`src/rtl/reg_cmd_frontend.sv`:
```
// Byte-stream command parser feeding a register file: write/read strobes, held read response.
// Optional command parity check is compiled in with `define REG_CMD_PARITY_EN.
module reg_cmd_frontend #(
  parameter int unsigned ADDR_W    = 4,
  parameter int unsigned RD_LAT    = 1,
  parameter int unsigned TO_CYCLES = 255
) (
  input  logic              clk,
  input  logic              rst,
  input  logic [7:0]        in_data,
  input  logic              in_valid,
  output logic              in_ready,
  output logic              wr_en,
  output logic [ADDR_W-1:0] wr_addr,
  output logic [7:0]        wr_data,
  output logic              rd_en,
  output logic [ADDR_W-1:0] rd_addr,
  input  logic [7:0]        rd_data,
  output logic [7:0]        resp_data,
  output logic              resp_valid,
  input  logic              resp_ready,
  output logic              busy,
  output logic              timeout_err
`ifdef REG_CMD_PARITY_EN
  ,
  output logic              par_err
`endif
);

  typedef enum logic [1:0] {StIdle, StGetData, StRdWait, StResp} state_e;

  state_e            state_q, state_d;
  logic [ADDR_W-1:0] cmd_addr_q, cmd_addr_d;
  logic [7:0]        to_cnt_q, to_cnt_d;
  logic [1:0]        lat_cnt_q, lat_cnt_d;
  logic              wr_en_q, wr_en_d;
  logic [ADDR_W-1:0] wr_addr_q, wr_addr_d;
  logic [7:0]        wr_data_q, wr_data_d;
  logic              rd_en_q, rd_en_d;
  logic [ADDR_W-1:0] rd_addr_q, rd_addr_d;
  logic [7:0]        resp_data_q, resp_data_d;
  logic              to_err_q, to_err_d;
  logic              par_err_q, par_err_d;

  logic accept;
  logic cmd_ok;
  logic unused_in;

  // Reserved command bits carry no meaning.
  assign unused_in = ^in_data;

`ifdef REG_CMD_PARITY_EN
  assign cmd_ok  = ~^in_data;
  assign par_err = par_err_q;
`else
  assign cmd_ok  = 1'b1;
`endif

  assign in_ready    = ~rst & ((state_q == StIdle) | (state_q == StGetData));
  assign accept      = in_valid & in_ready;
  assign busy        = (state_q != StIdle);
  assign resp_valid  = (state_q == StResp);
  assign resp_data   = resp_data_q;
  assign wr_en       = wr_en_q;
  assign wr_addr     = wr_addr_q;
  assign wr_data     = wr_data_q;
  assign rd_en       = rd_en_q;
  assign rd_addr     = rd_addr_q;
  assign timeout_err = to_err_q;

  always_comb begin
    state_d     = state_q;
    cmd_addr_d  = cmd_addr_q;
    to_cnt_d    = to_cnt_q;
    lat_cnt_d   = lat_cnt_q;
    wr_en_d     = 1'b0;
    wr_addr_d   = wr_addr_q;
    wr_data_d   = wr_data_q;
    rd_en_d     = 1'b0;
    rd_addr_d   = rd_addr_q;
    resp_data_d = resp_data_q;
    to_err_d    = 1'b0;
    par_err_d   = 1'b0;

    unique case (state_q)
      StIdle: begin
        if (accept && !cmd_ok) begin
          par_err_d = 1'b1;
        end else if (accept && in_data[7]) begin
          cmd_addr_d = in_data[ADDR_W-1:0];
          to_cnt_d   = '0;
          state_d    = StGetData;
        end else if (accept) begin
          rd_en_d   = 1'b1;
          rd_addr_d = in_data[ADDR_W-1:0];
          lat_cnt_d = '0;
          state_d   = StRdWait;
        end
      end
      StGetData: begin
        if (accept) begin
          wr_en_d   = 1'b1;
          wr_addr_d = cmd_addr_q;
          wr_data_d = in_data;
          state_d   = StIdle;
        end else begin
          to_cnt_d = to_cnt_q + 8'd1;
          if (to_cnt_d == 8'(TO_CYCLES)) begin
            to_cnt_d = '0;
            to_err_d = 1'b1;
            state_d  = StIdle;
          end
        end
      end
      StRdWait: begin
        // Edge count starts at the edge that raised rd_en.
        if (lat_cnt_q == 2'(RD_LAT - 1)) begin
          resp_data_d = rd_data;
          state_d     = StResp;
        end else begin
          lat_cnt_d = lat_cnt_q + 2'd1;
        end
      end
      StResp: begin
        if (resp_ready) begin
          state_d = StIdle;
        end
      end
      default: state_d = StIdle;
    endcase
  end

  always_ff @(posedge clk) begin
    if (rst) begin
      state_q     <= StIdle;
      cmd_addr_q  <= '0;
      to_cnt_q    <= '0;
      lat_cnt_q   <= '0;
      wr_en_q     <= 1'b0;
      wr_addr_q   <= '0;
      wr_data_q   <= '0;
      rd_en_q     <= 1'b0;
      rd_addr_q   <= '0;
      resp_data_q <= '0;
      to_err_q    <= 1'b0;
      par_err_q   <= 1'b0;
    end else begin
      state_q     <= state_d;
      cmd_addr_q  <= cmd_addr_d;
      to_cnt_q    <= to_cnt_d;
      lat_cnt_q   <= lat_cnt_d;
      wr_en_q     <= wr_en_d;
      wr_addr_q   <= wr_addr_d;
      wr_data_q   <= wr_data_d;
      rd_en_q     <= rd_en_d;
      rd_addr_q   <= rd_addr_d;
      resp_data_q <= resp_data_d;
      to_err_q    <= to_err_d;
      par_err_q   <= par_err_d;
    end
  end

endmodule

```
`config.mk`:
```
export PLATFORM = sky130hd
export DESIGN_NAME = reg_cmd_frontend
export DESIGN_NICKNAME = d
export VERILOG_FILES = /design/src/rtl/reg_cmd_frontend.sv
export SDC_FILE = /design/constraint.sdc
export NUM_CORES = 1
export LEC_CHECK = 0
export CAP_MARGIN = 20
export CELL_PAD_IN_SITES_DETAIL_PLACEMENT = 1
export CELL_PAD_IN_SITES_GLOBAL_PLACEMENT = 1
export CORE_MARGIN = 1.5
export CORE_UTILIZATION = 33
export CTS_BUF_LIST = sky130_fd_sc_hd__clkbuf_4 sky130_fd_sc_hd__clkbuf_8
export DETAILED_ROUTE_END_ITERATION = 8
export HOLD_SLACK_MARGIN = 0.02
export PLACE_DENSITY = 0.8
export SYNTH_ARGS = -nofsm -noshare
export SYNTH_HDL_FRONTEND = slang
export SYNTH_SLANG_ARGS = --single-unit
```
`constraint.sdc`:
```
create_clock -name clk -period 1.55 [get_ports clk]
set_input_delay 0.3875 -clock clk [delete_from_list [all_inputs] [get_ports clk]]
set_output_delay 0.3875 -clock clk [all_outputs]
set_load 0.01 [all_outputs]
```
* Word level (Yosys, flattened, before mapping)
Index checks and enable logic that the tools add are counted.
** Cells by class
- Bitwise logic cells :: 7
- Multiplexer cells :: 17
- Eq/ne operators :: 13
- Reduce and logical (&&, ||, !) cells :: 16
- Add/sub/neg operators :: 2
- Shifts and indexed selects :: 0
- Div/mod/pow operators :: 0
- Order comparisons :: 0
- Multiply operators :: 0
** Operators by type and width (number)
- 8-bit 2-to-1 mux :: 3
- 2-bit 2-to-1 mux :: 9
- 8-bit one-hot mux with 2 select lines :: 1
- 2-bit inequality test, second input constant :: 5
- 8-bit by 1-bit adder with 8-bit output, second input constant :: 1
- 8-bit == test, second input constant :: 1
- 2-bit one-hot mux with 4 select lines :: 1
- 4-bit AND reduction :: 2
- 3-bit by 2-bit inequality test with 1-bit output, second input constant :: 2
- 2-bit AND reduction :: 3
- 3-bit AND reduction :: 2
- 2-bit nonzero test :: 3
- 3-bit OR reduction :: 2
- 2-bit == test, second input constant :: 2
- 2-bit zero test :: 2
- 2-bit by 1-bit inequality test with 1-bit output, second input constant :: 2
- 1-bit NOT :: 4
- 2-bit one-hot mux with 2 select lines :: 1
- 2-bit by 1-bit adder with 2-bit output, second input constant :: 1
- 1-bit bitwise AND :: 2
- 2-bit by 1-bit == test with 1-bit output, second input constant :: 1
- 1-bit 2-to-1 mux :: 2
- 2-bit OR reduction :: 1
- 1-bit logical AND :: 1
- 1-bit bitwise OR :: 1
** Storage, ports and cells
- Latch bits :: 0
- Word-level logic and storage cells :: 66
- Register bits :: 43
- Input bits :: 20
- Memory bits (read-only) :: 0
- Bits in writable memories :: 0
- Output and inout port bits :: 30
- Memories :: 0

* Depth between registers and ports, before layout
- Depth after elaboration :: 7
- Mapped depth :: 7
- Mapped depth without buffers :: 6

* Worst setup path after synthesis
Ideal clock, no wire load.
- Path type :: register to register
- Start :: reg to_cnt_q[0]
- End :: reg to_cnt_q[7]
- Cell stages (with the launch flop) :: 7
- Period minus slack after synthesis :: 1.569 ns
- Buffers on the path :: 1
- Slack :: -0.019 ns
- Arrival time :: 1.437 ns
- Library setup time :: 0.131 ns
- Path through :: dfxtp_1 > ha_1 > xnor2_1 > or3_1 > buf_6 > o31ai_1 > a21oi_1
** Between the ends
- Cells in the longest elaborated chain, start to end :: 5
** RTL lines
- start, declared :: line 34 : logic [7:0] to_cnt_q, to_cnt_d;
- start signal, assigned :: line 150 : to_cnt_q <= to_cnt_d;
- 8-bit by 1-bit adder with 8-bit output * :: line 107 : to_cnt_d = to_cnt_q + 8'd1;
- 8-bit == test :: line 108 : if (to_cnt_d == 8'(TO_CYCLES)) begin
- 8-bit 2-to-1 mux * :: line 108
- 8-bit 2-to-1 mux * :: line 101 : if (accept) begin
- 8-bit one-hot mux with 2 select lines * :: line 85 : unique case (state_q)
Mark *: on every way between the ends. The rest lies on a longest branch, timed or not. The select of a mux whose other input is x is not followed.
A chain may end at the register's enable or synchronous reset.

* Worst setup path in the final report
Ends and elaborated chain as after synthesis.

==> impl_results.md <==
- Initial Utilization: 34.9%
- CTS H-Tree Depth: 2
- Num Clock Sinks: 43
- Worst Max-Slew Pin Slew: 301 ps
- Hold Crit Class: reg -> reg
- Hold_buf cts: 0
- Fin. Hold Viols: 0
- DR vias: 1720
- Worst EP arrival: roughly 1700 ps
- Vias in the first global route: 1845
- Sequential area share after synthesis: 47.1%
- FF+latch area: 873 um2
- First-pass GRT wire length: 8.36 mm
- Critical path class: reg -> reg
- Final WL: 5.00 mm
- Final WS setup: 21.8 ps
- Root Driver: clkbuf_8
- Post-placement cell area: between 2000 and 3000 um2
- Simple-gate share of the synthesized area: 22.3%
- Mean post-synth cell area: 8.75 um2
- R2r setup slk: 20 ps
- Commonest cells post-synth: 43 x dfxtp_1, 37 x nand2_1, 21 x nor2_1
- Number of distinct library cells after synthesis: 43
- Gr ovfl total: 0
- Post-synth ARST share: 0%
- Crit-path cells: ha_2 -> xnor2_1 -> or3_4 -> o31ai_1 -> a21oi_1
- Setup bufs post-CTS: 0
- Core ar.: 5240 um2
- CP bufs+invs: 0
- Via-to-Cell Ratio: about 4.9
- Post-synthesis adder-cell area fraction: under 10%
- Placed Instances: 340
- Synth area leader: dfxtp_1
- Metal2 WL: 2.55 mm
- Die width: around 77 um
- RSZ-0062 raised after global routing: true
- Min Tclk post-route: 1530 ps
- Slew Limit Fails: 0
- Clk pin slew, worst setup/hold paths: around 90 ps
- Die H: just under 80 um
- Status: completed
- Worst-skew pair later-pin latency: slightly above 300 ps
- Area of the multi-input gates: 923 um2
- Design area: between 2000 and 3000 um2
- Final period util: 98.6%
- Nets@finish: 300
- Crit path max-delay cell type: or3_4
- Top Layer Used: met4
- CTS Buffer Depth: 2
- Post-DP HPWL: 3.54 mm
- 1st-pass router iterations: 4
- Largest net degree at the start of global routing: 20
- Die ar.: 5990 um2
- Top delay family on crit path: simple AND/OR/NAND/NOR gates
- Mapped Area: approximately 1800 um2
- CTS tree: built
- Area Growth Syn to Fin: 46.3%
- Total of max-cap violations: 0
- Number of port buffers: between 40 and 50
- Most common cell in the synthesized netlist: dfxtp_1
- Complex-gate fraction of the synthesized area: a little under an eighth
- Final setup viols: 0
- CTS Buf Count: 5
- Synthesized instance count: 209
- Starting DRT DRC Count: between 50 and 60
- Fin cells: 348
- Crit path max fanout: 7
- Leak: 1.23 nW
- Routed met1 length: 2.09 mm
- Pwr/cell area: around 900 nW/um2
- Place WS: -439 ps
- Antenna-violating nets left: 0
- Row cnt: 26
- Share of cells above drive strength 1: 19.1%
- Syn nets: 232
- Initial antenna violation count: 0
- GP Congestion: 0.853
- Number of synthesized flops with an enable pin: 0
- CP required: roughly 1700 ps
- XOR/XNOR share of the synthesized area: 1.85%
- Mux cell area share after synthesis: 9.38%
- Yosys warnings: 0
- Diode count: 0
- Largest family of logic cells by synthesized area: simple AND/OR/NAND/NOR gates
- Total GRT Usage: 17.7%
- Main flop type after synthesis: dfxtp_1
- Routed len/inst: 14.4 um
- Post-synth top area share: 47.1%
- Slew headroom: around four fifths
- Fmax: 654 MHz
- Area contributors post-synth: dfxtp_1 47%, mux2i_1 8.8%, nand2_1 7.6%
- CP endpoint kind: flop
- Worst vdd ir: about 0.51 mV
- CP Launch Type: flop
- CP max stage delay: 400 ps
- Final Skew: 8.79 ps
- DRC: 0
- FF+latch count, synth: 43
- Fillers: 635
- Wire length on met3: 259 um
- Boundary Pins: 50
## sequential cells by signal (all words and copies together) (netlist names)
register     count
to_cnt_q         8
timeout_err      1
wr_data          8
cmd_addr_q       4
rd_en            1
rd_addr          4
resp_data        8
wr_addr          4
lat_cnt_q        2
wr_en            1
state_q          2
## worst min-delay path, stage by stage, from the launching register on
cell and delay, ps:
dfxtp_1 310, nand2_1 50, a21oi_1 50
## worst paths after layout
check / from / end / cells after the start
setup reg to reg: to_cnt_q[0]$_SDFFE_PP0P_ / to_cnt_q[7]$_SDFFE_PP0P_ / 5
setup / recovery: to_cnt_q[0]$_SDFFE_PP0P_ / to_cnt_q[7]$_SDFFE_PP0P_ / 5
hold / removal: wr_data[4]$_SDFFE_PP0P_ / wr_data[4]$_SDFFE_PP0P_ / 2
hold reg to reg: wr_data[4]$_SDFFE_PP0P_ / wr_data[4]$_SDFFE_PP0P_ / 2
## power breakdown
part | switching [mW] | total, mW | internal, mW
Clock | 0.437 | 0.926 | 0.489
Sequential | 0.0273 | 1.16 | 1.14
Combinational | 0.152 | 0.319 | 0.167
## layer usage
| layer | GRT usage, % | up-vias |
|---|---|---|
| met2 | 31.8 | 40 |
| li1 | - | 840 |
| met3 | 4.82 | 9 |
| met5 | 0 | - |
| met4 | 7.27 | 0 |
| met1 | 19.7 | 831 |
## through the flow
| step | hold WS [ps] | total power, mW | util, % | setup TNS, ps |
|---|---|---|---|---|
| floorplan | 432 | 1.33 | - | 0 |
| global placement | 441 | 1.51 | 48.1 | -10510 |
| detailed placement | 451 | 1.52 | 48.1 | -11420 |
| CTS | 462 | 2.43 | 50.3 | 0 |
| global route | 480 | 2.52 | 51.1 | -219 |
| finish | 458 | 2.41 | 51.1 | 0 |
## cells in the final DEF, fill, tap and decap left out, types with 2 or more instances in the layout
cell type         n
a21oi_1          16
nand3_1          12
clkbuf_8          5
nor2_1           19
or3_4             2
o2111ai_1         2
buf_4            24
inv_1             6
dfxtp_4           3
nand2b_1          3
dlygate4sd2_1    29
o31ai_1           2
inv_2             3
dfxtp_1          39
clkdlybuf4s50_1  17
mux2i_1          16
nand2_1          37
nand3b_1          2
xnor2_1           2
and2_1            2
o2bb2ai_1         2
dlymetal6s2s_1    2
## kinds of logic after synthesis
logic type,after synthesis
fa+ha+maj,3
flops,43
simple gates,89
buf+inv,21
mux,17
xor+xnor,3
compound gates,33
## cell type report
type / instances / share of cell area, %
multi-input combinational: 145 / 34.5
sequential: 43 / 32.7
timing repair buffer: 73 / 23.9
tap: 70 / 3.28
clock buffer: 5 / 2.57
clock inverter: 3 / 1.78
inverter: 9 / 1.26
## what timing repair did
| action | in CTS | in global routing |
|---|---|---|
| endpoints found under the setup margin | 60 | 11 |
| gates resized for setup | 41 | 10 |
| pin swaps | 2 | 3 |
No activity file was read; power rests on OpenSTA's default activity.
